==> src/rtl/nab_reg_pkg.sv <==
// Shared definitions for the bridge control/status register file.
// Holds the register byte offsets, AXI response codes, the read/write
// handshake FSM state encodings and the per-register RW/RO attribute mask.
// No ports; imported by axi_lite_reg_responder.
package nab_reg_pkg;

  // Register byte offsets (decode uses offset >> 2)
  localparam int unsigned CHAR_SELECT_REG    = 'h00;
  localparam int unsigned NETWORK_OUTPUT_REG = 'h04;
  localparam int unsigned DIRECT_CTRL_REG    = 'h08;
  localparam int unsigned DEBUG_REG          = 'h0C;
  localparam int unsigned AUX0_REG           = 'h10;
  localparam int unsigned AUX1_REG           = 'h14;
  localparam int unsigned AUX2_REG           = 'h18;
  localparam int unsigned AUX3_REG           = 'h1C;
  localparam int unsigned PWM_CLK_DIV_REG    = 'h20;
  localparam int unsigned PWM_DUTY_REG       = 'h24;
  localparam int unsigned PWM_CLK_CNTR_REG   = 'h28;
  localparam int unsigned PMOD_DAC_REG       = 'h2C;

  localparam logic [1:0] RESP_OKAY   = 2'b00;
  localparam logic [1:0] RESP_SLVERR = 2'b10;

  // Bit i set => word register i is writable (0,2,3,8,9,11)
  localparam logic [11:0] REG_RW_MASK = 12'hB0D;

  typedef enum logic [2:0] {
    W_IDLE   = 3'd0,
    W_ADDR   = 3'd1,
    W_DATA   = 3'd2,
    W_COMMIT = 3'd3,
    W_RESP   = 3'd4
  } wr_state_t;

  typedef enum logic {
    R_IDLE = 1'b0,
    R_DATA = 1'b1
  } rd_state_t;

endpackage

==> src/rtl/axi_lite_wstrb_merge.sv <==
// Combinational byte-lane merge for AXI write strobes.
// Ports:
//   old_data - current register contents
//   wdata    - incoming write data
//   wstrb    - byte enables, one per byte lane of wdata
//   merged   - wdata bytes where the strobe is set, old_data bytes elsewhere
module axi_lite_wstrb_merge #(
  parameter int DATA_WIDTH = 32
) (
  input  logic [DATA_WIDTH-1:0]   old_data,
  input  logic [DATA_WIDTH-1:0]   wdata,
  input  logic [DATA_WIDTH/8-1:0] wstrb,
  output logic [DATA_WIDTH-1:0]   merged
);

  for (genvar b = 0; b < DATA_WIDTH / 8; b++) begin : g_byte
    assign merged[8*b +: 8] = wstrb[b] ? wdata[8*b +: 8] : old_data[8*b +: 8];
  end

endmodule

==> src/rtl/axi_lite_reg_responder.sv <==
// AXI4-Lite responder for the bridge control/status register file.
// Drives RW control registers to the datapath (PWM, PMOD DAC, debug) and
// returns live status inputs (network output, XADC aux, PWM counter) on reads.
// Ports:
//   S_AXI_ACLK / S_AXI_ARESET   - clock, asynchronous active-high reset
//   S_AXI_AW*, S_AXI_W*, S_AXI_B* - write address/data/response channels
//   S_AXI_AR*, S_AXI_R*           - read address/data channels
//   *_reg outputs                 - RW register contents
//   pmod_dac_wr_pulse             - one-cycle pulse after each write to 0x2C
//   network_output, aux0..3, pwm_clk_cntr - RO status inputs
// Build option: define AXI_ERR_RESP_EN to answer out-of-range accesses with
// SLVERR; otherwise they complete with OKAY (reads return 0 either way).
//
// Write FSM
//   state    | meaning
//   W_IDLE   | AWREADY and WREADY high, waiting for either channel
//   W_ADDR   | address latched, waiting for write data
//   W_DATA   | data latched, waiting for write address
//   W_COMMIT | one cycle: register update, response code computed
//   W_RESP   | BVALID high until BREADY
// Read FSM
//   state    | meaning
//   R_IDLE   | ARREADY high, waiting for read address
//   R_DATA   | RVALID high, RDATA held until RREADY
module axi_lite_reg_responder
  import nab_reg_pkg::*;
#(
  parameter int C_S_AXI_ADDR_WIDTH = 9,
  parameter int C_S_AXI_DATA_WIDTH = 32,
  parameter int NUM_REGS           = 12
) (
  input  logic                            S_AXI_ACLK,
  input  logic                            S_AXI_ARESET,
  input  logic [C_S_AXI_ADDR_WIDTH-1:0]   S_AXI_AWADDR,
  input  logic                            S_AXI_AWVALID,
  output logic                            S_AXI_AWREADY,
  input  logic [C_S_AXI_DATA_WIDTH-1:0]   S_AXI_WDATA,
  input  logic [C_S_AXI_DATA_WIDTH/8-1:0] S_AXI_WSTRB,
  input  logic                            S_AXI_WVALID,
  output logic                            S_AXI_WREADY,
  output logic [1:0]                      S_AXI_BRESP,
  output logic                            S_AXI_BVALID,
  input  logic                            S_AXI_BREADY,
  input  logic [C_S_AXI_ADDR_WIDTH-1:0]   S_AXI_ARADDR,
  input  logic                            S_AXI_ARVALID,
  output logic                            S_AXI_ARREADY,
  output logic [C_S_AXI_DATA_WIDTH-1:0]   S_AXI_RDATA,
  output logic [1:0]                      S_AXI_RRESP,
  output logic                            S_AXI_RVALID,
  input  logic                            S_AXI_RREADY,
  output logic [C_S_AXI_DATA_WIDTH-1:0]   char_select_reg,
  output logic [C_S_AXI_DATA_WIDTH-1:0]   direct_ctrl_reg,
  output logic [C_S_AXI_DATA_WIDTH-1:0]   debug_reg,
  output logic [C_S_AXI_DATA_WIDTH-1:0]   pwm_clk_div_reg,
  output logic [C_S_AXI_DATA_WIDTH-1:0]   pwm_duty_reg,
  output logic [C_S_AXI_DATA_WIDTH-1:0]   pmod_dac_reg,
  output logic                            pmod_dac_wr_pulse,
  input  logic [C_S_AXI_DATA_WIDTH-1:0]   network_output,
  input  logic [C_S_AXI_DATA_WIDTH-1:0]   aux0,
  input  logic [C_S_AXI_DATA_WIDTH-1:0]   aux1,
  input  logic [C_S_AXI_DATA_WIDTH-1:0]   aux2,
  input  logic [C_S_AXI_DATA_WIDTH-1:0]   aux3,
  input  logic [C_S_AXI_DATA_WIDTH-1:0]   pwm_clk_cntr
);

  localparam int DW    = C_S_AXI_DATA_WIDTH;
  localparam int IDX_W = C_S_AXI_ADDR_WIDTH - 2;

  localparam logic [IDX_W-1:0] IDX_CHAR_SELECT    = IDX_W'(CHAR_SELECT_REG >> 2);
  localparam logic [IDX_W-1:0] IDX_NETWORK_OUTPUT = IDX_W'(NETWORK_OUTPUT_REG >> 2);
  localparam logic [IDX_W-1:0] IDX_DIRECT_CTRL    = IDX_W'(DIRECT_CTRL_REG >> 2);
  localparam logic [IDX_W-1:0] IDX_DEBUG          = IDX_W'(DEBUG_REG >> 2);
  localparam logic [IDX_W-1:0] IDX_AUX0           = IDX_W'(AUX0_REG >> 2);
  localparam logic [IDX_W-1:0] IDX_AUX1           = IDX_W'(AUX1_REG >> 2);
  localparam logic [IDX_W-1:0] IDX_AUX2           = IDX_W'(AUX2_REG >> 2);
  localparam logic [IDX_W-1:0] IDX_AUX3           = IDX_W'(AUX3_REG >> 2);
  localparam logic [IDX_W-1:0] IDX_PWM_CLK_DIV    = IDX_W'(PWM_CLK_DIV_REG >> 2);
  localparam logic [IDX_W-1:0] IDX_PWM_DUTY       = IDX_W'(PWM_DUTY_REG >> 2);
  localparam logic [IDX_W-1:0] IDX_PWM_CLK_CNTR   = IDX_W'(PWM_CLK_CNTR_REG >> 2);
  localparam logic [IDX_W-1:0] IDX_PMOD_DAC       = IDX_W'(PMOD_DAC_REG >> 2);
  localparam logic [IDX_W-1:0] NUM_REGS_IDX       = IDX_W'(NUM_REGS);

  wr_state_t          wr_state;
  rd_state_t          rd_state;
  logic [IDX_W-1:0]   wr_idx;
  logic [DW-1:0]      wr_data;
  logic [DW/8-1:0]    wr_strb;
  logic [DW-1:0]      wr_old;
  logic [DW-1:0]      wr_merged;
  logic [1:0]         wr_resp;
  logic               wr_in_range;
  logic               wr_is_rw;
  logic               wr_commit;
  logic [IDX_W-1:0]   ar_idx;
  logic [DW-1:0]      rd_mux;
  logic [1:0]         rd_resp;
  logic               aw_hs;
  logic               w_hs;
  logic               unused_addr_lsbs;

  // Byte lane bits of the addresses take no part in decode.
  assign unused_addr_lsbs = ^{S_AXI_AWADDR[1:0], S_AXI_ARADDR[1:0]};

  assign aw_hs     = S_AXI_AWVALID && S_AXI_AWREADY;
  assign w_hs      = S_AXI_WVALID && S_AXI_WREADY;
  assign wr_commit = (wr_state == W_COMMIT);
  assign ar_idx    = S_AXI_ARADDR[C_S_AXI_ADDR_WIDTH-1:2];

  assign wr_in_range = (wr_idx < NUM_REGS_IDX);
  assign wr_is_rw    = wr_in_range && REG_RW_MASK[wr_idx[3:0]];

`ifdef AXI_ERR_RESP_EN
  logic rd_in_range;
  assign rd_in_range = (ar_idx < NUM_REGS_IDX);
  assign wr_resp     = wr_in_range ? RESP_OKAY : RESP_SLVERR;
  assign rd_resp     = rd_in_range ? RESP_OKAY : RESP_SLVERR;
`else
  assign wr_resp = RESP_OKAY;
  assign rd_resp = RESP_OKAY;
`endif

  always_comb begin
    wr_old = '0;
    case (wr_idx)
      IDX_CHAR_SELECT: wr_old = char_select_reg;
      IDX_DIRECT_CTRL: wr_old = direct_ctrl_reg;
      IDX_DEBUG:       wr_old = debug_reg;
      IDX_PWM_CLK_DIV: wr_old = pwm_clk_div_reg;
      IDX_PWM_DUTY:    wr_old = pwm_duty_reg;
      IDX_PMOD_DAC:    wr_old = pmod_dac_reg;
      default:         wr_old = '0;
    endcase
  end

  axi_lite_wstrb_merge #(.DATA_WIDTH(DW)) u_wstrb_merge (
    .old_data (wr_old),
    .wdata    (wr_data),
    .wstrb    (wr_strb),
    .merged   (wr_merged)
  );

  // Read mux; out-of-range indices return zero.
  always_comb begin
    rd_mux = '0;
    case (ar_idx)
      IDX_CHAR_SELECT:    rd_mux = char_select_reg;
      IDX_NETWORK_OUTPUT: rd_mux = network_output;
      IDX_DIRECT_CTRL:    rd_mux = direct_ctrl_reg;
      IDX_DEBUG:          rd_mux = debug_reg;
      IDX_AUX0:           rd_mux = aux0;
      IDX_AUX1:           rd_mux = aux1;
      IDX_AUX2:           rd_mux = aux2;
      IDX_AUX3:           rd_mux = aux3;
      IDX_PWM_CLK_DIV:    rd_mux = pwm_clk_div_reg;
      IDX_PWM_DUTY:       rd_mux = pwm_duty_reg;
      IDX_PWM_CLK_CNTR:   rd_mux = pwm_clk_cntr;
      IDX_PMOD_DAC:       rd_mux = pmod_dac_reg;
      default:            rd_mux = '0;
    endcase
  end

  // Write channel FSM. READY flags are registered, so they come up one cycle
  // after reset release and drop on the edge that completes each handshake.
  always_ff @(posedge S_AXI_ACLK or posedge S_AXI_ARESET) begin
    if (S_AXI_ARESET) begin
      wr_state      <= W_IDLE;
      S_AXI_AWREADY <= 1'b0;
      S_AXI_WREADY  <= 1'b0;
      S_AXI_BVALID  <= 1'b0;
      S_AXI_BRESP   <= RESP_OKAY;
      wr_idx        <= '0;
      wr_data       <= '0;
      wr_strb       <= '0;
    end else begin
      case (wr_state)
        W_IDLE: begin
          if (aw_hs && w_hs) begin
            wr_idx        <= S_AXI_AWADDR[C_S_AXI_ADDR_WIDTH-1:2];
            wr_data       <= S_AXI_WDATA;
            wr_strb       <= S_AXI_WSTRB;
            S_AXI_AWREADY <= 1'b0;
            S_AXI_WREADY  <= 1'b0;
            wr_state      <= W_COMMIT;
          end else if (aw_hs) begin
            wr_idx        <= S_AXI_AWADDR[C_S_AXI_ADDR_WIDTH-1:2];
            S_AXI_AWREADY <= 1'b0;
            S_AXI_WREADY  <= 1'b1;
            wr_state      <= W_ADDR;
          end else if (w_hs) begin
            wr_data       <= S_AXI_WDATA;
            wr_strb       <= S_AXI_WSTRB;
            S_AXI_AWREADY <= 1'b1;
            S_AXI_WREADY  <= 1'b0;
            wr_state      <= W_DATA;
          end else begin
            S_AXI_AWREADY <= 1'b1;
            S_AXI_WREADY  <= 1'b1;
          end
        end
        W_ADDR: begin
          if (w_hs) begin
            wr_data      <= S_AXI_WDATA;
            wr_strb      <= S_AXI_WSTRB;
            S_AXI_WREADY <= 1'b0;
            wr_state     <= W_COMMIT;
          end
        end
        W_DATA: begin
          if (aw_hs) begin
            wr_idx        <= S_AXI_AWADDR[C_S_AXI_ADDR_WIDTH-1:2];
            S_AXI_AWREADY <= 1'b0;
            wr_state      <= W_COMMIT;
          end
        end
        W_COMMIT: begin
          S_AXI_BVALID <= 1'b1;
          S_AXI_BRESP  <= wr_resp;
          wr_state     <= W_RESP;
        end
        W_RESP: begin
          if (S_AXI_BREADY) begin
            S_AXI_BVALID  <= 1'b0;
            S_AXI_BRESP   <= RESP_OKAY;
            S_AXI_AWREADY <= 1'b1;
            S_AXI_WREADY  <= 1'b1;
            wr_state      <= W_IDLE;
          end
        end
        default: begin
          S_AXI_AWREADY <= 1'b0;
          S_AXI_WREADY  <= 1'b0;
          S_AXI_BVALID  <= 1'b0;
          wr_state      <= W_IDLE;
        end
      endcase
    end
  end

  // Register file update. The DAC strobe fires on any commit to its offset,
  // even when every byte strobe is clear, so the DAC can reload its value.
  always_ff @(posedge S_AXI_ACLK or posedge S_AXI_ARESET) begin
    if (S_AXI_ARESET) begin
      char_select_reg   <= '0;
      direct_ctrl_reg   <= '0;
      debug_reg         <= '0;
      pwm_clk_div_reg   <= '0;
      pwm_duty_reg      <= '0;
      pmod_dac_reg      <= '0;
      pmod_dac_wr_pulse <= 1'b0;
    end else begin
      pmod_dac_wr_pulse <= wr_commit && (wr_idx == IDX_PMOD_DAC);
      if (wr_commit && wr_is_rw) begin
        case (wr_idx)
          IDX_CHAR_SELECT: char_select_reg <= wr_merged;
          IDX_DIRECT_CTRL: direct_ctrl_reg <= wr_merged;
          IDX_DEBUG:       debug_reg       <= wr_merged;
          IDX_PWM_CLK_DIV: pwm_clk_div_reg <= wr_merged;
          IDX_PWM_DUTY:    pwm_duty_reg    <= wr_merged;
          IDX_PMOD_DAC:    pmod_dac_reg    <= wr_merged;
          default: ;
        endcase
      end
    end
  end

  // Read channel FSM. RDATA is captured on the AR handshake edge, so a write
  // committing on that same edge is not yet visible in the returned data.
  always_ff @(posedge S_AXI_ACLK or posedge S_AXI_ARESET) begin
    if (S_AXI_ARESET) begin
      rd_state      <= R_IDLE;
      S_AXI_ARREADY <= 1'b0;
      S_AXI_RVALID  <= 1'b0;
      S_AXI_RDATA   <= '0;
      S_AXI_RRESP   <= RESP_OKAY;
    end else begin
      case (rd_state)
        R_IDLE: begin
          if (S_AXI_ARREADY && S_AXI_ARVALID) begin
            S_AXI_RDATA   <= rd_mux;
            S_AXI_RRESP   <= rd_resp;
            S_AXI_RVALID  <= 1'b1;
            S_AXI_ARREADY <= 1'b0;
            rd_state      <= R_DATA;
          end else begin
            S_AXI_ARREADY <= 1'b1;
          end
        end
        R_DATA: begin
          if (S_AXI_RREADY) begin
            S_AXI_RVALID  <= 1'b0;
            S_AXI_ARREADY <= 1'b1;
            rd_state      <= R_IDLE;
          end
        end
        default: begin
          S_AXI_RVALID  <= 1'b0;
          S_AXI_ARREADY <= 1'b0;
          rd_state      <= R_IDLE;
        end
      endcase
    end
  end

endmodule
==> config.mk <==
export PLATFORM = sky130hd
export DESIGN_NAME = axi_lite_reg_responder
export DESIGN_NICKNAME = d
export VERILOG_FILES = /design/src/rtl/nab_reg_pkg.sv /design/src/rtl/axi_lite_wstrb_merge.sv /design/src/rtl/axi_lite_reg_responder.sv
export SDC_FILE = /design/constraint.sdc
export NUM_CORES = 1
export LEC_CHECK = 0
export ABC_AREA = 1
export CAP_MARGIN = 30
export CORE_MARGIN = 3
export CORE_UTILIZATION = 48
export CTS_CLUSTER_DIAMETER = 80
export DETAILED_ROUTE_END_ITERATION = 10
export GPL_ROUTABILITY_DRIVEN = 0
export PLACE_DENSITY = 0.81
export SLEW_MARGIN = 10
export SYNTH_ARGS = -nofsm -noshare
export SYNTH_HDL_FRONTEND = slang
export SYNTH_SLANG_ARGS = --single-unit
==> constraint.sdc <==
create_clock -name S_AXI_ACLK -period 12.5 [get_ports S_AXI_ACLK]
set_input_delay 1.875 -clock S_AXI_ACLK [delete_from_list [all_inputs] [get_ports S_AXI_ACLK]]
set_output_delay 1.875 -clock S_AXI_ACLK [all_outputs]
set_load 0.02 [all_outputs]
After elaboration in Yosys (flattened, before gate mapping) --
Memory sizes are Yosys's and may differ from the RTL's. Index checks and enable logic that the tools add are counted.
Word-level totals: register bits 279, bits in latches 0, bits in writable memories 0, ROM bits 16, output and inout bits 234, word-level logic and storage cells 131, memories kept 1
Memory list:
- (name not given) | words 16, bits a word 1, read ports 1, clocked after memory_dff 0, write ports 0, line axi_lite_reg_responder.sv:110 | assign wr_is_rw = wr_in_range && REG_RW_MASK[wr_idx[3:0]];
Operators by class: $add $sub $neg 0, multiply operators 0, div/mod/pow operators 0, magnitude comparators 2, eq/ne operators 27, shifts and indexed selects 0, mux-type cells 48, bitwise operators 4, reductions and logical operators 30
Operators by type and width (count):
- 32-bit case mux with 12 select lines | 1
- 32-bit case mux with 5 select lines | 1
- 32-bit two-way mux | 3
- 32-bit case mux with 2 select lines | 1
- 7-bit by 4-bit == test with 1-bit output (second input constant) | 7
- 8-bit two-way mux | 4
- 7-bit by 2-bit == test with 1-bit output (second input constant) | 4
- 7-bit by 3-bit == test with 1-bit output (second input constant) | 4
- 2-bit AND reduction | 11
- 3-bit two-way mux | 6
- 1-bit two-way mux | 16
- 3-bit case mux with 5 select lines | 1
- 7-bit zero test | 2
- 7-bit two-way mux | 2
- 7-bit case mux with 2 select lines | 1
- 4-bit two-way mux | 3
- 2-bit inequality test (second input constant) | 5
- 1-bit case mux with 4 select lines | 2
- 4-bit case mux with 2 select lines | 1
- 7-bit by 1-bit == test with 1-bit output (second input constant) | 1
- 1-bit logical AND | 7
- 7-bit by 4-bit < comparator with 1-bit output (second input constant) | 1
- 3-bit by 2-bit == test with 1-bit output (second input constant) | 2
- 1-bit case mux with 2 select lines | 3
- other kinds (15) | 22

Logic depth before layout (Yosys ltp) --
Gate-level depths: netlist of run 1.
depth in word-level cells 5, gate-level depth with buffers 14

Cells and area by module --
From an unflattened synthesis of run 1, not the netlist that was laid out.
Unflattened totals: cells, all modules 2202, area total of the unflattened synthesis 15876.5 um^2
Modules (own cells, without submodules):
- axi_lite_reg_responder | instances 1, cells an instance 2098, area each 15456.1 um^2
- axi_lite_wstrb_merge | instances 1, cells an instance 104, area each 420.4 um^2

Least setup slack after synthesis of run 1 --
No wires, ideal clock.
path kind input-to-reg, start in S_AXI_ARADDR[7], end reg S_AXI_RDATA[0], library setup time 66 ps, arrival time 3042 ps, data required time 12434 ps, setup slack 9392 ps, stages on the path 10, buffers on the path 1, cell sequence nor2_1 nand2_1 nor3_1 clkbuf_1 nand2_1 nand2_1 nor2_1 nand3_1 nand2_1 nand2_1
On the way: cells in the longest elaborated chain, start to end 2
Ends and longest elaborated chain:
- from (decl) | line axi_lite_reg_responder.sv:44 | input logic [C_S_AXI_ADDR_WIDTH-1:0] S_AXI_ARADDR,
- 7-bit by 4-bit == test with 1-bit output, or another cell as far along | line axi_lite_reg_responder.sv:145 | case (ar_idx)
- 32-bit case mux with 12 select lines * | line axi_lite_reg_responder.sv:145
- to (signal assigned) | line axi_lite_reg_responder.sv:279 | S_AXI_RDATA <= rd_mux;
- to (decl) | line axi_lite_reg_responder.sv:47 | output logic [C_S_AXI_DATA_WIDTH-1:0] S_AXI_RDATA,
Mark *: on every way between the ends. The rest lies on a longest branch, timed or not. A chain may end at the register's enable or synchronous reset.

==> results of run 1 <==
## synthesized netlist by cell type
library cell  instances  share of area
o211ai_1              2        0.00093
inv_1               143          0.033
a21oi_1              11         0.0034
buf_1                16         0.0037
o211ai_2              1        0.00078
o31ai_1               1        0.00047
nor2_4                1        0.00070
dfrtp_1             277           0.43
buf_2                27         0.0084
a31o_2                1        0.00054
o21ai_0               9         0.0028
nor3_1                2        0.00062
nand3_1             292          0.091
conb_1                1        0.00023
o21a_1                1        0.00047
clkbuf_1             88          0.020
inv_2                13         0.0030
nand2_2               1        0.00039
clkinv_1              4        0.00093
nand2_1            1343           0.31
o21ai_1              30         0.0093
buf_4                 5         0.0023
nor3_2                2         0.0012
nor2_2                5         0.0019
nor2_1              193          0.045
or2_2                 1        0.00039
nand4_1               6         0.0023
mux2_2               34          0.024
## worst max path at each step
stage	from	to	slack, ps	cells after the start
finish	register	pwm_duty_reg[16]	8200	11
global route	register	pwm_duty_reg[26]	8100	11
CTS	register	pwm_duty_reg[16]	8380	11
detailed placement	S_AXI_ARADDR[7]	S_AXI_RDATA[4]	8280	11
global placement	S_AXI_ARADDR[7]	S_AXI_RDATA[4]	8050	11
floorplan	S_AXI_ARESET	S_AXI_ARREADY	2990	1
## placed cells by master (no fill, tap or decap), drive strengths merged
cell           count
nand2           1344
nand4              6
clkbuf            41
o31ai              1
bufinv             2
or2                1
a31o               1
inv              156
nor3               4
conb               4
o211ai             3
nand3            292
o21a               1
clkinvlp           1
mux2              34
clkdlybuf4s50    478
nor2             199
o21ai             39
a21oi             11
clkinv            14
buf               34
dfrtp            277
diode              4
## layout make-up
cell class / count / share of cell area
Inverter: 160 / 0.0272
Antenna cell: 4 / 0.000447
Clock buffer: 41 / 0.0395
Clock inverter: 13 / 0.00526
Multi-Input combinational cell: 1940 / 0.364
Timing Repair Buffer: 512 / 0.229
Sequential cell: 277 / 0.310
Tap cell: 442 / 0.0247
## per-layer routing
| metal | GRT usage | vias to the layer above |
|---|---|---|
| li1 | - | 8538 |
| met1 | 0.470 | 8640 |
| met2 | 0.584 | 1419 |
| met3 | 0.106 | 335 |
| met4 | 0.231 | 10 |
| met5 | 0 | - |
## critical path, cell delays in order, from the launching register on
cell and delay, ps:
dfrtp_1 370, inv_2 70, nand2_1 80, nor2_4 80, buf_4 450, buf_4 650
nand2_1 620, nor2_2 660, buf_4 450, inv_2 380, nand2_1 180, nand2_1 70
## stage by stage
step           total power, uW  utilization  hold WS [ps]  setup WS (ps)  std cells
2_1_floorplan             1450            -           417           2990       2513
3_3_place_gp              1730        0.646           430           8050       3326
3_5_place_dp              1750        0.648           439           8280       3329
4_1_cts                   2650        0.679           447           8380       3383
5_1_grt                   2760        0.681           470           8100       3389
6_report                  2670        0.681           445           8200       3389
## power groups by stage
stage | Combinational (uW) | Sequential, uW | Clock (uW)
2_1_floorplan | 379 | 1070 | 0
3_3_place_gp | 648 | 1080 | 0
3_5_place_dp | 668 | 1080 | 0
4_1_cts | 670 | 1070 | 911
5_1_grt | 733 | 1080 | 945
6_report | 690 | 1070 | 912
## cell families (layout without fill, tap and decap cells)
family / after synthesis / count (layout)
flops: 277 / 277
other cells: 1 / 8
buf+inv: 296 / 726
simple gates: 1846 / 1846
mux: 34 / 34
compound gates: 56 / 56
==> results.md, run 1 <==
* Status: complete, no violations
* Critical path data required time at 12940 ps
* Initial antenna violation count at 9
* Hold Vio Cnt, Final at 0
* Post-Synth Simple-Gate Area at 0.456
* Uppermost layer routed: met5
* R2r endpoint: pwm_duty_reg[16]
* Net Sw Frac at 0.341
* PostCTS Resize Cnt at 0
* Core area at 32900 um^2
* Sink Count at 277
* Met3 wire len at 9.32 mm
* Row Count at 66
* Nets at 3174
* Clk network pwr share at 0.341
* Xor/xnor cell area share of the yosys netlist at 0
* Pint at 1760 uW
* Worst vdd ir at 0.000131 V
* Area after DPL at 21300 um^2
* DR iter-0 viols at 2338
* Design area at 22400 um^2
* Die width at 189 um
* Detailed Routing Iterations Pass 1 at 6
* Per-cell routed wire length at 20.9 um
* Top-Level Pins at 487
* Minimum clock period at 4300 ps
* Largest net degree at the start of global routing at 169
* Synthesized area per cell at 6.43 um^2
* DR vias/cell at 5.59
* DRC errors left at 0
* Post-Syn Area at 16100 um^2
* Met2 routed WL at 30.8 mm
* Setup TNS at 0 ps
* Distinct cells, synth at 28
* Period utilisation layout at 0.344
* R2R depth at 11
* WP data arrival at 4740 ps
* Slew @ Worst Pin at 1020 ps
* Synth Register Bits at 277
* Cell count after synthesis at 2510
* First-pass GRT wire length at 106 mm
* WHS Endpoint: S_AXI_RVALID
* CTS tree: done
* Skew final at 12.5 ps
* GRT overflow at 0
* Filler cells at 2758
* Routed WL at 70.7 mm
* Worst skew pair latency at 550 ps
* Clock transition at path regs at 60 ps
* Crit-path max FO at 56
* Clock Tree Root: clkbuf_16
* TritonCTS buffer count at 30
* Pleak at 0.0116 uW
* Yosys synthesis warning count at 0
* Switching Power at 912 uW
* Area growth, synth to finish at 38.7%
* Setup Crit Path Kind: register to register
* Htree depth at 1
* Detail Placement HPWL at 49.7 mm
* Post-Synth Adder-Cell Area at 0
* Max Slew Vio Count at 0
* Worst reg-to-reg setup slack at 8200 ps
* HP Class: register to register
* Via count of the first global-routing pass at 17900
* Synth Area in Compound Gates at 0.0187
* Reg power frac at 0.401
* Setup violations, final at 0
* Setup crit end kind: register
* Die H at 189 um
* Post-CTS Repair Setup Buffers at 0
* Pwr Density at 119 nW/um^2
* Hold-fix buffers, CTS at 0
* Antenna viol nets, final at 0
* RSZ-0062 raised after global routing: false
* Fmax at 233 MHz
* Relative slew slack at 0.321
* Fraction of layout cells with a size suffix above 1 at 0.0550
* Worst Setup Start Kind: register
* Combinational power share at 0.258
* Clock tree buffer depth at 3
* Total track usage at 0.378
* Total area of sequential cells at 6930 um^2
* Largest family of logic cells by synthesized area: simple AND/OR/NAND/NOR gates
* WL met1 at 25.3 mm
* Area of the multi-input gates at 8130 um^2
* Die ar. at 35800 um^2
* Seq/Total Area, Yosys at 0.430
* Hold depth at 1
* Initial Utilization at 0.491
* Vias at 18900
* PortBufs at 478
* Max cap viols at 0
* Min-Delay Startpoint: rd_state
* Multiplexer share of the synthesized area at 0.0237
Power figures use the tool's default switching activity.
==> run 2, diff against run 1 <==
--- a/config.mk
+++ b/config.mk
@@ -8,11 +8,11 @@
 export ABC_AREA = 1
 export CAP_MARGIN = 30
 export CORE_MARGIN = 3
-export CORE_UTILIZATION = 48
+export CORE_UTILIZATION = 43
 export CTS_CLUSTER_DIAMETER = 80
 export DETAILED_ROUTE_END_ITERATION = 10
 export GPL_ROUTABILITY_DRIVEN = 0
-export PLACE_DENSITY = 0.81
+export PLACE_DENSITY = 0.77
 export SLEW_MARGIN = 10
 export SYNTH_ARGS = -nofsm -noshare
 export SYNTH_HDL_FRONTEND = slang
==> constraint.sdc (replaced) <==
create_clock -name S_AXI_ACLK -period 3.7 [get_ports S_AXI_ACLK]
set_input_delay 0.555 -clock S_AXI_ACLK [delete_from_list [all_inputs] [get_ports S_AXI_ACLK]]
set_output_delay 0.555 -clock S_AXI_ACLK [all_outputs]
set_load 0.02 [all_outputs]
==> run 2 against run 1 <==
Wire length down 0.61%. Total power rose to 3.5 times the previous value. Sequential share of layout area down 0.23 points. Combinational power rose to 3.5 times the previous value. Hold slack worse by 13 ps. Flip-flop and latch count unchanged. Die area up 11%. Register-to-register slack worse by 7500 ps. Largest power group unchanged. Core utilization down 6.8 points. Sequential power rose to 3.4 times the previous value. Maximum frequency up 43%.
==> results.md, run 2 (same netlist as run 1, synthesis figures left out) <==
* Vias at 18800
* Minimum clock period at 3000 ps
* Most frequent cells in the layout: nand2_1 (1343), clkdlybuf4s50_1 (478), nand3_1 (292), dfrtp_1 (277), nor2_1 (181)
* DR iter-0 viols at 2430
* Clock tree buffer depth at 3
* Cell mode on critical path: nand2_1
* TritonCTS buffer count at 34
* Post-Route Utilization at 0.613
* Clock Tree Root: clkbuf_16
* Hold Vio Cnt, Final at 0
* Detail Placement HPWL at 52.9 mm
* Clock transition at path regs at 60 ps
* Period utilisation layout at 0.811
* Core area at 36800 um^2
* Fraction of layout cells with a size suffix above 1 at 0.0585
* Per-cell routed wire length at 20.5 um
* Crit-path max FO at 46
* WP buf/inv at 3
* Via count of the first global-routing pass at 17300
* HP Class: register to register
* Cells along the critical path: inv_2, nand2_1, nor2_4, buf_4, o21ai_0, nor2_1, nand2_2, nor3_4, inv_2, nand2_1, nand2_1
* DRC errors left at 0
* Routed WL at 70.2 mm
* Max stage delay on crit path at 550 ps
* Critical path data required time at 4090 ps
* Sink Count at 277
* Setup crit end kind: register
* End of the critical path: char_select_reg[26]
* Max Slew Vio Count at 0
* Worst skew pair latency at 510 ps
* Fmax at 333 MHz
* Pwr Density at 416 nW/um^2
* Setup violations, final at 0
* Final Non-Filler Cells at 3430
* Max cap viols at 0
* Die H at 200 um
* Largest net degree at the start of global routing at 73
* Levels on crit path at 11
* Initial Utilization at 0.439
* Skew final at 15.0 ps
* Worst reg-to-reg setup slack at 700 ps
* Total track usage at 0.338
* Nets at 3187
* Final total power at 9380 uW
* Status: complete, no violations
* First-pass GRT wire length at 104 mm
* Placed cells at 3366
* Pleak at 0.0117 uW
* Slew @ Worst Pin at 831 ps
* PortBufs at 478
* Worst Setup Start Kind: register
* Top-Level Pins at 487
* Htree depth at 2
* R2r endpoint: char_select_reg[26]
* Area growth, synth to finish at 39.7%
* Die ar. at 39900 um^2
* DR vias/cell at 5.47
* Setup TNS at 0 ps
* Design area at 22500 um^2
* Crit-path slowest cell: nor3_4
* CP top delay family: simple AND/OR/NAND/NOR gates
* Antenna viol nets, final at 0
* Die width at 200 um
* Post-CTS Repair Setup Buffers at 0
* Setup Crit Path Kind: register to register
* Row Count at 70
* Hold-fix buffers, CTS at 0
* R2R depth at 11
* Most common cell after layout, fill and taps aside: nand2_1
* WP data arrival at 3390 ps
* RSZ-0062 raised after global routing: false
* Relative slew slack at 0.444
* Area after DPL at 21400 um^2
* Worst vdd ir at 0.000400 V
* GRT overflow at 0
* CTS tree: done
* Initial antenna violation count at 3
* Detailed Routing Iterations Pass 1 at 7
* PostCTS Resize Cnt at 0
run 2: worst min path at each step:
stage                               to  slack [ps]  depth (start not counted)  startpoint
after global placement    S_AXI_RVALID         430                          1    rd_state
after detailed placement  S_AXI_RVALID         440                          1    rd_state
final                     S_AXI_RVALID         430                          1    rd_state
after global routing      S_AXI_RVALID         450                          1    rd_state
after CTS                 S_AXI_RVALID         430                          1    rd_state
after floorplan           S_AXI_RVALID         420                          1    rd_state
run 2: routing by layer:
layer  vias up  global-route usage  routed length, um  part of all wire
li1       8578                   -                  -                 -
met1      8613               0.479              27800              0.40
met2      1388               0.492              29100              0.41
met3       182               0.107              10600              0.15
met4         0               0.110               2730             0.039
met5         -                   0                  0                 0
run 2: through the flow:
step           hold slack [ps]  setup slack (ps)
2_1_floorplan              417              -520
3_3_place_gp               426               903
3_5_place_dp               436               788
4_1_cts                    434               762
5_1_grt                    446               436
6_report                   433               700
run 2: area by class of cell:
cell class / count / area (um^2)
sequential: 277 / 6930
clock inverter: 15 / 138
multi-input combinational: 1940 / 8110
inverter: 160 / 604
timing repair buffer: 521 / 5170
antenna: 3 / 7.51
tap: 468 / 586
clock buffer: 46 / 990
fill: 3311 / 14300
run 2: power breakdown:
group          switching (uW)  internal (uW)
clock                    1350           2020
combinational            1600            811
sequential                255           3340
total                    3200           6180
==> run 3, diff against run 2 <==
==> constraint.sdc (replaced) <==
create_clock -name S_AXI_ACLK -period 2.5 [get_ports S_AXI_ACLK]
set_input_delay 0.375 -clock S_AXI_ACLK [delete_from_list [all_inputs] [get_ports S_AXI_ACLK]]
set_output_delay 0.375 -clock S_AXI_ACLK [all_outputs]
set_load 0.02 [all_outputs]
==> run 3 against run 2 <==
Cell area is 1.1% higher. Clock skew grew 8.9 ps. Wire length shrank 2.4%. Highest routed layer is now met5. Maximum frequency rose by 33%. Register-to-register slack got worse by 460 ps. Combinational power rose by 48%. Sequential power grew 48%. Clock power up 50%. Core utilization rose by 0.66 points. Cell count grew 0.15%. Non-clock buffer count increased by 8.
==> results.md, run 3 (same netlist as run 1, synthesis figures left out) <==
* Met3 wire len at 9.57 mm
* Clk network pwr share at 0.363
* Total track usage at 0.329
* Hold WS at 138 ps
* Period utilisation layout at 0.904
* PortBufs at 478
* HP Class: input pin to async pin
* Skew final at 24.0 ps
* Sink Count at 277
* Relative slew slack at 0.511
* Hold-fix buffers, CTS at 0
* DR vias/cell at 5.39
* Fmax at 442 MHz
* Switching Power at 4610 uW
* Uppermost layer routed: met5
* Max cap viols at 0
* Die H at 200 um
* RSZ-0062 raised after global routing: false
* Top-Level Pins at 487
* Clock Tree Root: clkbuf_16
* Fraction of layout cells with a size suffix above 1 at 0.0601
* Worst vdd ir at 0.000539 V
* Area growth, synth to finish at 41.2%
* Setup Crit Path Kind: register to register
* Status: complete, no violations
* Initial Utilization at 0.439
* Row Count at 70
* Detailed Routing Iterations Pass 1 at 6
* Final total power at 14000 uW
* Setup crit end kind: register
* Most frequent cells in the layout: nand2_1 (1343), clkdlybuf4s50_1 (478), nand3_1 (292), dfrtp_1 (277), nor2_1 (181)
* Core area at 36800 um^2
* Filler cells at 3277
* Hold Vio Cnt, Final at 0
* Most common cell after layout, fill and taps aside: nand2_1
* Initial antenna violation count at 6
* Minimum clock period at 2260 ps
* Worst skew pair latency at 580 ps
* Via count of the first global-routing pass at 17100
* Detail Placement HPWL at 53.0 mm
* Reg power frac at 0.382
* PostCTS Resize Cnt at 0
* GRT overflow at 0
* Pleak at 0.0118 uW
* Nets at 3192
* DRC errors left at 0
* Antenna viol nets, final at 0
* Post-CTS Repair Setup Buffers at 0
* Critical path data required time at 2990 ps
* Die width at 200 um
* Clock transition at path regs at 60 ps
* Pwr Density at 613 nW/um^2
* Pint at 9340 uW
* WL met1 at 27.4 mm
* CTS tree: done
* Htree depth at 1
* Clock tree buffer depth at 3
* First-pass GRT wire length at 101 mm
* Met2 routed WL at 28.6 mm
* Largest net degree at the start of global routing at 75
* Worst Setup Start Kind: register
* Net Sw Frac at 0.331
* Per-cell routed wire length at 20.0 um
* Max Slew Vio Count at 0
* WP data arrival at 2750 ps
* TritonCTS buffer count at 31
* Vias at 18500
* Combinational power share at 0.255
* Slew @ Worst Pin at 733 ps
* DR iter-0 viols at 2415
* Crit-path max FO at 12
* Setup violations, final at 0
* Routed WL at 68.5 mm
* Die ar. at 39900 um^2
==> run 3: cell types whose count changed in the layout (fill, tap and decap cells not counted), sizes merged <==
cell    before  now
diode        3    4
bufinv       2    7
buf         43   51
clkbuf      46   41
clkinv      14   10
==> run 3: layout make-up <==
type                       count  area [um^2]  area share
timing repair buffer         529         5410       0.237
tap                          468          586      0.0257
sequential                   277         6930       0.304
clock buffer                  41          863      0.0379
multi-input combinational   1940         8110       0.356
antenna                        4         10.0    0.000440
clock inverter                16          268      0.0118
inverter                     160          604      0.0265
==> run 3: layer usage <==
metal | vias to the layer above | GRT usage
met5 | - | 0
met4 | 4 | 0.108
met3 | 165 | 0.0948
met2 | 1310 | 0.485
met1 | 8448 | 0.467
li1 | 8603 | -
==> run 3: power by group through the flow <==
stage	Clock [uW]	Sequential, uW	Combinational [uW]
2_1_floorplan	0	5340	1900
3_3_place_gp	0	5370	3350
3_5_place_dp	0	5400	3430
4_1_cts	5110	5320	3440
5_1_grt	5270	5380	3790
6_report	5060	5330	3560
==> run 3: final timing paths <==
path                                       end       startpoint  slack (ps)  cells past startpoint
max in group asynchronous      pwm_duty_reg[4]     S_AXI_ARESET        1690                      3
min in group S_AXI_ACLK               register  S_AXI_AWADDR[7]         380                      3
hold / removal             direct_ctrl_reg[20]     S_AXI_ARESET         140                      2
setup reg to reg            direct_ctrl_reg[7]         register         240                     11
hold reg to reg                   S_AXI_RVALID         rd_state         450                      1
setup / recovery            direct_ctrl_reg[7]         register         240                     11
==> run 3: critical path, stage by stage (launching register included) <==
cell	delay, ps
dfrtp_1	370
inv_2	60
nand2_1	80
nor2_4	310
nand2_1	440
nor2_1	200
nor2_1	90
nand3_1	70
nand2_1	50
nand2_1	290
nand2_1	120
nand2_1	80
==> run 3: stage by stage <==
stage,util,setup TNS (ps),area [um^2],std cells,worst slack [ps]
CTS,0.619,0,22800,3431,281
global placement,0.588,0,21600,3374,85.2
detailed placement,0.588,0,21600,3374,22.0
floorplan,-,-426680,16100,2513,-1540
global route,0.619,0,22800,3435,43.8
finish,0.619,0,22800,3435,239
